## src/rtl/cw_sequencer.sv

```systemverilog
// Programmable control-word sequencer: replays {last, hold, cw} entries from an
// on-chip table onto the data_path control inputs, with loop, single-step and abort.
module cw_sequencer #(
    parameter int CW_WIDTH   = 17,
    parameter int DEPTH      = 32,
    parameter int ADDR_W     = 5,
    parameter int HOLD_W     = 4,
    parameter int GAP_CYCLES = 1
) (
    input  logic                         clk,
    input  logic                         rst,
    input  logic                         prog_we,
    input  logic [ADDR_W-1:0]            prog_addr,
    input  logic [CW_WIDTH+HOLD_W:0]     prog_data,
    input  logic                         start,
    input  logic                         abort,
    input  logic                         step_mode,
    input  logic                         step,
    input  logic                         loop_en,
    output logic [CW_WIDTH-1:0]          cw_out,
    output logic                         cw_valid,
    output logic [ADDR_W-1:0]            pc_out,
    output logic                         busy,
    output logic                         done,
    output logic                         prog_err
);

    localparam int ENTRY_W  = CW_WIDTH + HOLD_W + 1;
    localparam int GAP_W    = $clog2(GAP_CYCLES + 1);
    localparam int CNT_W    = (HOLD_W > GAP_W) ? HOLD_W : GAP_W;
    localparam int GAP_LAST = (GAP_CYCLES > 0) ? GAP_CYCLES - 1 : 0;
    localparam logic [ADDR_W-1:0] PC_MAX = ADDR_W'(DEPTH - 1);

    typedef enum logic [2:0] {
        ST_IDLE,
        ST_DRIVE,
        ST_GAP,
        ST_PAUSE,
        ST_DONE
    } state_t;

    state_t              state_reg, state_next, adv_state;
    logic [ADDR_W-1:0]   pc_reg, pc_next, adv_pc;
    logic [CNT_W-1:0]    cnt_reg, cnt_next;
    logic                prog_err_reg;
    logic [ENTRY_W-1:0]  tbl_reg [DEPTH];

    logic [CW_WIDTH-1:0] cur_cw;
    logic [HOLD_W-1:0]   cur_hold;
    logic                cur_last;
    logic                wr_en;

    assign cur_cw   = tbl_reg[pc_reg][CW_WIDTH-1:0];
    assign cur_hold = tbl_reg[pc_reg][CW_WIDTH+HOLD_W-1:CW_WIDTH];
    assign cur_last = tbl_reg[pc_reg][ENTRY_W-1];
    assign wr_en    = prog_we && (state_reg == ST_IDLE);

    // Table contents only change in IDLE, so the combinational read is stable during a run.
    always_ff @(posedge clk or negedge rst) begin
        if (!rst) begin
            for (int i = 0; i < DEPTH; i++) begin
                tbl_reg[i] <= '0;
            end
        end else if (wr_en) begin
            tbl_reg[prog_addr] <= prog_data;
        end
    end

    always_ff @(posedge clk or negedge rst) begin
        if (!rst) begin
            state_reg    <= ST_IDLE;
            pc_reg       <= '0;
            cnt_reg      <= '0;
            prog_err_reg <= 1'b0;
        end else begin
            state_reg    <= state_next;
            pc_reg       <= pc_next;
            cnt_reg      <= cnt_next;
            prog_err_reg <= prog_we && (state_reg != ST_IDLE);
        end
    end

    always_comb begin
        state_next = state_reg;
        pc_next    = pc_reg;
        cnt_next   = cnt_reg;

        // Where the run goes once the current entry is finished, step_mode aside.
        adv_state = ST_DRIVE;
        adv_pc    = pc_reg + 1'b1;
        if (cur_last || (pc_reg == PC_MAX)) begin
            adv_state = loop_en ? ST_DRIVE : ST_DONE;
            adv_pc    = loop_en ? '0 : pc_reg;
        end

        case (state_reg)
            ST_IDLE: begin
                if (start) begin
                    state_next = ST_DRIVE;
                    pc_next    = '0;
                    cnt_next   = '0;
                end
            end
            ST_DRIVE: begin
                if (cnt_reg == CNT_W'(cur_hold)) begin
                    cnt_next = '0;
                    if (GAP_CYCLES > 0) begin
                        state_next = ST_GAP;
                    end else if (step_mode) begin
                        state_next = ST_PAUSE;
                    end else begin
                        state_next = adv_state;
                        pc_next    = adv_pc;
                    end
                end else begin
                    cnt_next = cnt_reg + 1'b1;
                end
            end
            ST_GAP: begin
                if (cnt_reg == CNT_W'(GAP_LAST)) begin
                    cnt_next = '0;
                    if (step_mode) begin
                        state_next = ST_PAUSE;
                    end else begin
                        state_next = adv_state;
                        pc_next    = adv_pc;
                    end
                end else begin
                    cnt_next = cnt_reg + 1'b1;
                end
            end
            ST_PAUSE: begin
                if (step || !step_mode) begin
                    state_next = adv_state;
                    pc_next    = adv_pc;
                end
            end
            ST_DONE: begin
                state_next = ST_IDLE;
            end
            default: begin
                state_next = ST_IDLE;
            end
        endcase

        if (abort && (state_reg != ST_IDLE)) begin
            state_next = ST_IDLE;
            cnt_next   = '0;
        end
    end

    assign cw_out   = (state_reg == ST_DRIVE) ? cur_cw : '0;
    assign cw_valid = (state_reg == ST_DRIVE);
    assign pc_out   = pc_reg;
    assign busy     = (state_reg != ST_IDLE);
    assign done     = (state_reg == ST_DONE);
    assign prog_err = prog_err_reg;

endmodule

```

## config.mk

```make
export PLATFORM = sky130hd
export DESIGN_NAME = cw_sequencer
export DESIGN_NICKNAME = d
export VERILOG_FILES = /design/src/rtl/cw_sequencer.sv
export SDC_FILE = /design/constraint.sdc
export NUM_CORES = 1
export LEC_CHECK = 0
export ABC_CLOCK_PERIOD_IN_PS = 4100
export CORE_MARGIN = 3
export CORE_UTILIZATION = 50
export CTS_BUF_LIST = sky130_fd_sc_hd__clkbuf_16
export DETAILED_ROUTE_END_ITERATION = 10
export PLACE_DENSITY_LB_ADDON = 0.05
export SLEW_MARGIN = 20
export SYNTH_ARGS = -nofsm -noshare
export SYNTH_HDL_FRONTEND = slang
export SYNTH_SLANG_ARGS = --single-unit
```

## constraint.sdc

```tcl
create_clock -name clk -period 4.1 [get_ports clk]
set_input_delay 0.615 -clock clk [delete_from_list [all_inputs] [get_ports clk]]
set_output_delay 0.615 -clock clk [all_outputs]
set_load 0.02 [all_outputs]
```

* Yosys cells after proc, flatten, opt, wreduce, memory -nomap -nowiden
Index checks and enable logic that the tools add are counted.
** Storage, ports and cells
- Bits in registers :: 717
- Input bits :: 35
- Output and inout bits :: 26
- Logic and storage cells :: 100
** Cells by class
- Add/subtract/negate cells :: 2
- Magnitude comparators :: 3
- Equal/unequal tests :: 14
- Mux-type cells :: 28
- Bitwise gates (word level) :: 2
- Reduce and logical (&&, ||, !) cells :: 15
** Operator list (number)
- $bwmux 704 :: 1
- $bmux 22 s5 :: 1
- $demux 22 s5 :: 1
- $mux 22 :: 3
- $mux 5 :: 6
- $mux 3 :: 8
- $mux 17 :: 1
- $mux 4 :: 4
- $pmux 5 s3 :: 1
- $ge 6x6->1 const B :: 2
- $not 5->6 :: 2
- $pmux 3 s4 :: 1
- $pmux 4 s3 :: 1
- $ne 2x2->1 const B :: 4
- $eq 3x2->1 const B :: 2
- $lt 6x1->1 const B :: 1
- $ne 3x3->1 const B :: 2
- $reduce_bool 3->1 :: 2
- $add 5x1->5 const B :: 1
- $eq 5x5->1 const B :: 1
- $reduce_and 5->1 :: 1
- $add 4x1->4 const B :: 1
- $eq 4x4->1 :: 1
- $logic_and 1x1->1 :: 4
- 11 further kinds :: 12

* Logic depth before layout (Yosys ltp)
- Word-level depth :: 10
- Depth in mapped cells :: 12
- Mapped depth without buffers :: 9

* Least setup slack after synthesis
No wires, ideal clock.
- Path type :: register to output
- Start point :: reg pc_reg[0], in the netlist pc_out[0]
- End point :: out cw_out[0]
- Arrival :: 2488 ps
- Required time :: 3485 ps
- Path slack :: 997 ps
- Stages on the path, launching flop included :: 10
- Path buffers :: 5
- Cells stage by stage :: dfrtp_1 -> buf_6 -> buf_8 -> buf_12 -> buf_6 -> buf_4 -> mux4_2 -> mux4_2 -> nand2_1 -> a21oi_1
** Between the ends
- Cells in the longest elaborated chain, start to end :: 5
** RTL lines
- from (decl) :: line 43 : logic [ADDR_W-1:0] pc_reg, pc_next, adv_pc;
- from (signal assigned) :: line 77 : pc_reg <= pc_next;
- $not 5->6 (implied by the code) :: line 53 : assign cur_cw = tbl_reg[pc_reg][CW_WIDTH-1:0];
- $bmux 22 s5 :: line 53
- $mux 22 (2 in series)
- $mux 17 :: line 152 : assign cw_out = (state_reg == ST_DRIVE) ? cur_cw : '0;
- to (decl) :: line 20 : output logic [CW_WIDTH-1:0] cw_out,
Every way passes these cells. The select of a mux whose other input is x is not followed.

* Worst setup path after layout
- Start point :: reg pc_reg[0], in the netlist pc_out[0]
- End point :: out cw_out[15]
Same word-level chain as after synthesis.

==> results.json <==
{
  "outcome": "complete, no violations",
  "post_dp_cell_area_um2": 34670,
  "slew_viol_final": 0,
  "rsz0062_at_grt": "yes",
  "place_ws_ns": 0.5928,
  "startpoint_type": "register",
  "period_needed_ns": 4.030,
  "startpoint": "pc_out[0]",
  "grt_pass1_wl_um": 134900,
  "num_io_pins": 61,
  "die_w_um": 262.5,
  "clockBufferDepth": 3,
  "min_from": "tbl_reg[362]",
  "r2r-start": "pc_out[0]",
  "initial_core_util": 0.5075,
  "dr_total_vias": 18820,
  "rows": 93,
  "r2r_slack_ns": 0.86,
  "dieArea_um2": 68900,
  "final_common_cell": "dfrtp_1",
  "cts_tree": "yes",
  "p_int_mw": 16.15,
  "setup_tns_ns": 0,
  "critPathMaxFanout": 13,
  "timing.slew.headroom": 0.2715,
  "drtIter0Drc": 1349,
  "p_seq_frac": 0.458,
  "async_reset_ff_frac": 1.000,
  "worst_slack_ns": 0.07045,
  "cts_sinks": 717,
  "via_per_inst": 6.172,
  "gr-total-overflow": 0,
  "finalSetupViolCount": 0,
  "hold_class": "register to register",
  "post-route-period-util": 0.9828,
  "cp_data_arrival_time_ns": 3.41,
  "cp-end-kind": "primary output",
  "worstSetupPathType": "register to primary output",
  "wl_um": 89810,
  "sw_frac_of_total": 0.2738,
  "dp_hpwl_um": 53320,
  "syn_area_per_cell_um2": 15.69,
  "htreeDepth": 3,
  "finalHoldViolCount": 0,
  "ys_ff_latch": 717,
  "max_freq_mhz": 248.2,
  "finalWeightedCongestion": 0.7953,
  "synth_flop_cell": "dfrtp_1",
  "power_frac_clock": 0.303,
  "tightest_slew_ns": 1.089,
  "clock-root-buffer": "clkbuf_16",
  "io_buffer_count": 60,
  "syn_area_um2": 32900,
  "largest_reg_flops": 704,
  "total_leakage_power_nw": 17.12,
  "wl_per_cell_um": 29.46,
  "clock-skew-final_ns": 0.02080,
  "p_total_mw": 22.24,
  "power_frac_comb": 0.239,
  "drive_gt1_frac": 0.5046,
  "worstPathRequired_ns": 3.48,
  "layout.nets": 2170,
  "grt_pass1_vias": 20060,
  "holdWs_ns": 0.4888,
  "clk_latency_ns": 0.62,
  "core_area_um2": 64810,
  "p_sw_mw": 6.088,
  "drt-pass1-iter-count": 5,
  "synth_fp_nets": 2135,
  "antenna_found_initial": 6,
  "ir_drop_mv": 0.3582,
  "ant_nets": 0,
  "synthCells": 2096,
  "syn2layout_area_growth_pct": 13.05,
  "cts_buffers": 78,
  "clkTransAtPathRegs_ns": 0.06,
  "ys_warn_count": 0,
  "ys_seq_area_frac": 0.5454,
  "drv_cap": 0,
  "ys_types": 59,
  "layout_common_cells": "dfrtp_1, mux2_2, mux4_2",
  "grt_max_degree": 122,
  "synth_edf_count": 0,
  "drc": 0,
  "grt_util_all_layers": 0.2627,
  "die_h_um": 262.5,
  "p_per_area_nw_per_um2": 598.0,
  "final_cell_area_um2": 37190
}
## cells in the mapped netlist (all sizes together) (11+ instances only)
| cell | number | area, µm² |
|---|---|---|
| dfrtp | 717 | 17940 |
| a21oi | 29 | 160.2 |
| mux4 | 192 | 4343 |
| nor2 | 28 | 107.6 |
| nand2 | 73 | 274.0 |
| mux2i | 33 | 330.3 |
| o22ai | 11 | 75.07 |
| clkbuf | 79 | 296.5 |
| mux2 | 711 | 8006 |
| o21ai | 12 | 60.06 |
| buf | 114 | 611.8 |
| inv | 11 | 41.29 |
## area by class of cell
cell class | instances | area (µm²)
Inverter | 12 | 46.29
Multi-Input combinational cell | 1174 | 14130
Sequential cell | 717 | 17950
Timing Repair Buffer | 148 | 1546
Clock buffer | 82 | 2052
Clock inverter | 59 | 386.6
Antenna cell | 2 | 5.005
Fill cell | 5066 | 27630
Tap cell | 855 | 1070
## timing repair
| item | CTS | global route |
|---|---|---|
| endpoints found under the hold margin | 5 | 0 |
| buffers inserted | 1 | 1 |
| gates resized for setup | 3 | 10 |
| hold buffers | 1 | 0 |
| cloned | 0 | 3 |
| setup endpoints to repair | 9 | 13 |
## logic make-up (layout without fill, tap and decap cells)
kind of cell,count (synthesis),count (layout),synth area share
xor+xnor,6,6,0.001598
fa+ha+maj,4,4,0.001521
other cells,0,2,0
compound gates,73,73,0.01457
flops,717,717,0.5454
mux,936,936,0.3855
simple gates,155,155,0.02244
buf+inv,205,301,0.02898
## metal layers
metal / track usage / routed length [µm] / up-vias
met2: 0.4194 / 43270 / 460
met1: 0.3787 / 40300 / 10340
met4: 0.06623 / 2083 / 4
li1: - / - / 7873
met3: 0.04494 / 4134 / 138
met5: 0 / 24 / -
## critical path: stages, from the launching register on
cell and delay [ns]:
dfrtp_4 0.51, buf_4 0.26, clkbuf_16 0.25, mux4_2 0.51
mux4_2 0.45, nand2_1 0.14, a21oi_1 0.11, clkdlybuf4s50_1 0.55
## metrics by stage
stage	util	cells
after floorplan	-	2096
after global placement	0.5349	2900
after detailed placement	0.5349	2900
after CTS	0.5730	3043
after global routing	0.5738	3049
final	0.5738	3049
## power groups by stage
| stage | registers (mW) | logic (mW) | clock network, mW |
|---|---|---|---|
| final | 10.2 | 5.33 | 6.74 |
| after global routing | 10.4 | 5.76 | 7.21 |
| after CTS | 10.1 | 5.34 | 6.91 |
| after detailed placement | 10.3 | 5.32 | 0 |
| after global placement | 10.2 | 5.16 | 0 |
| after floorplan | 9.84 | 4.09 | 0 |
## path summary, 6_finish.rpt
check | to | cells past startpoint
worst max-delay path | cw_out[15] | 7
worst min-delay path | tbl_reg[362] | 1
worst max register to register | cnt_reg[0] | 9
worst min register to register | tbl_reg[362] | 1
min in group asynchronous | tbl_reg[701] | 2
max in group asynchronous | tbl_reg[467] | 3
(Power assumes the default switching activity.)
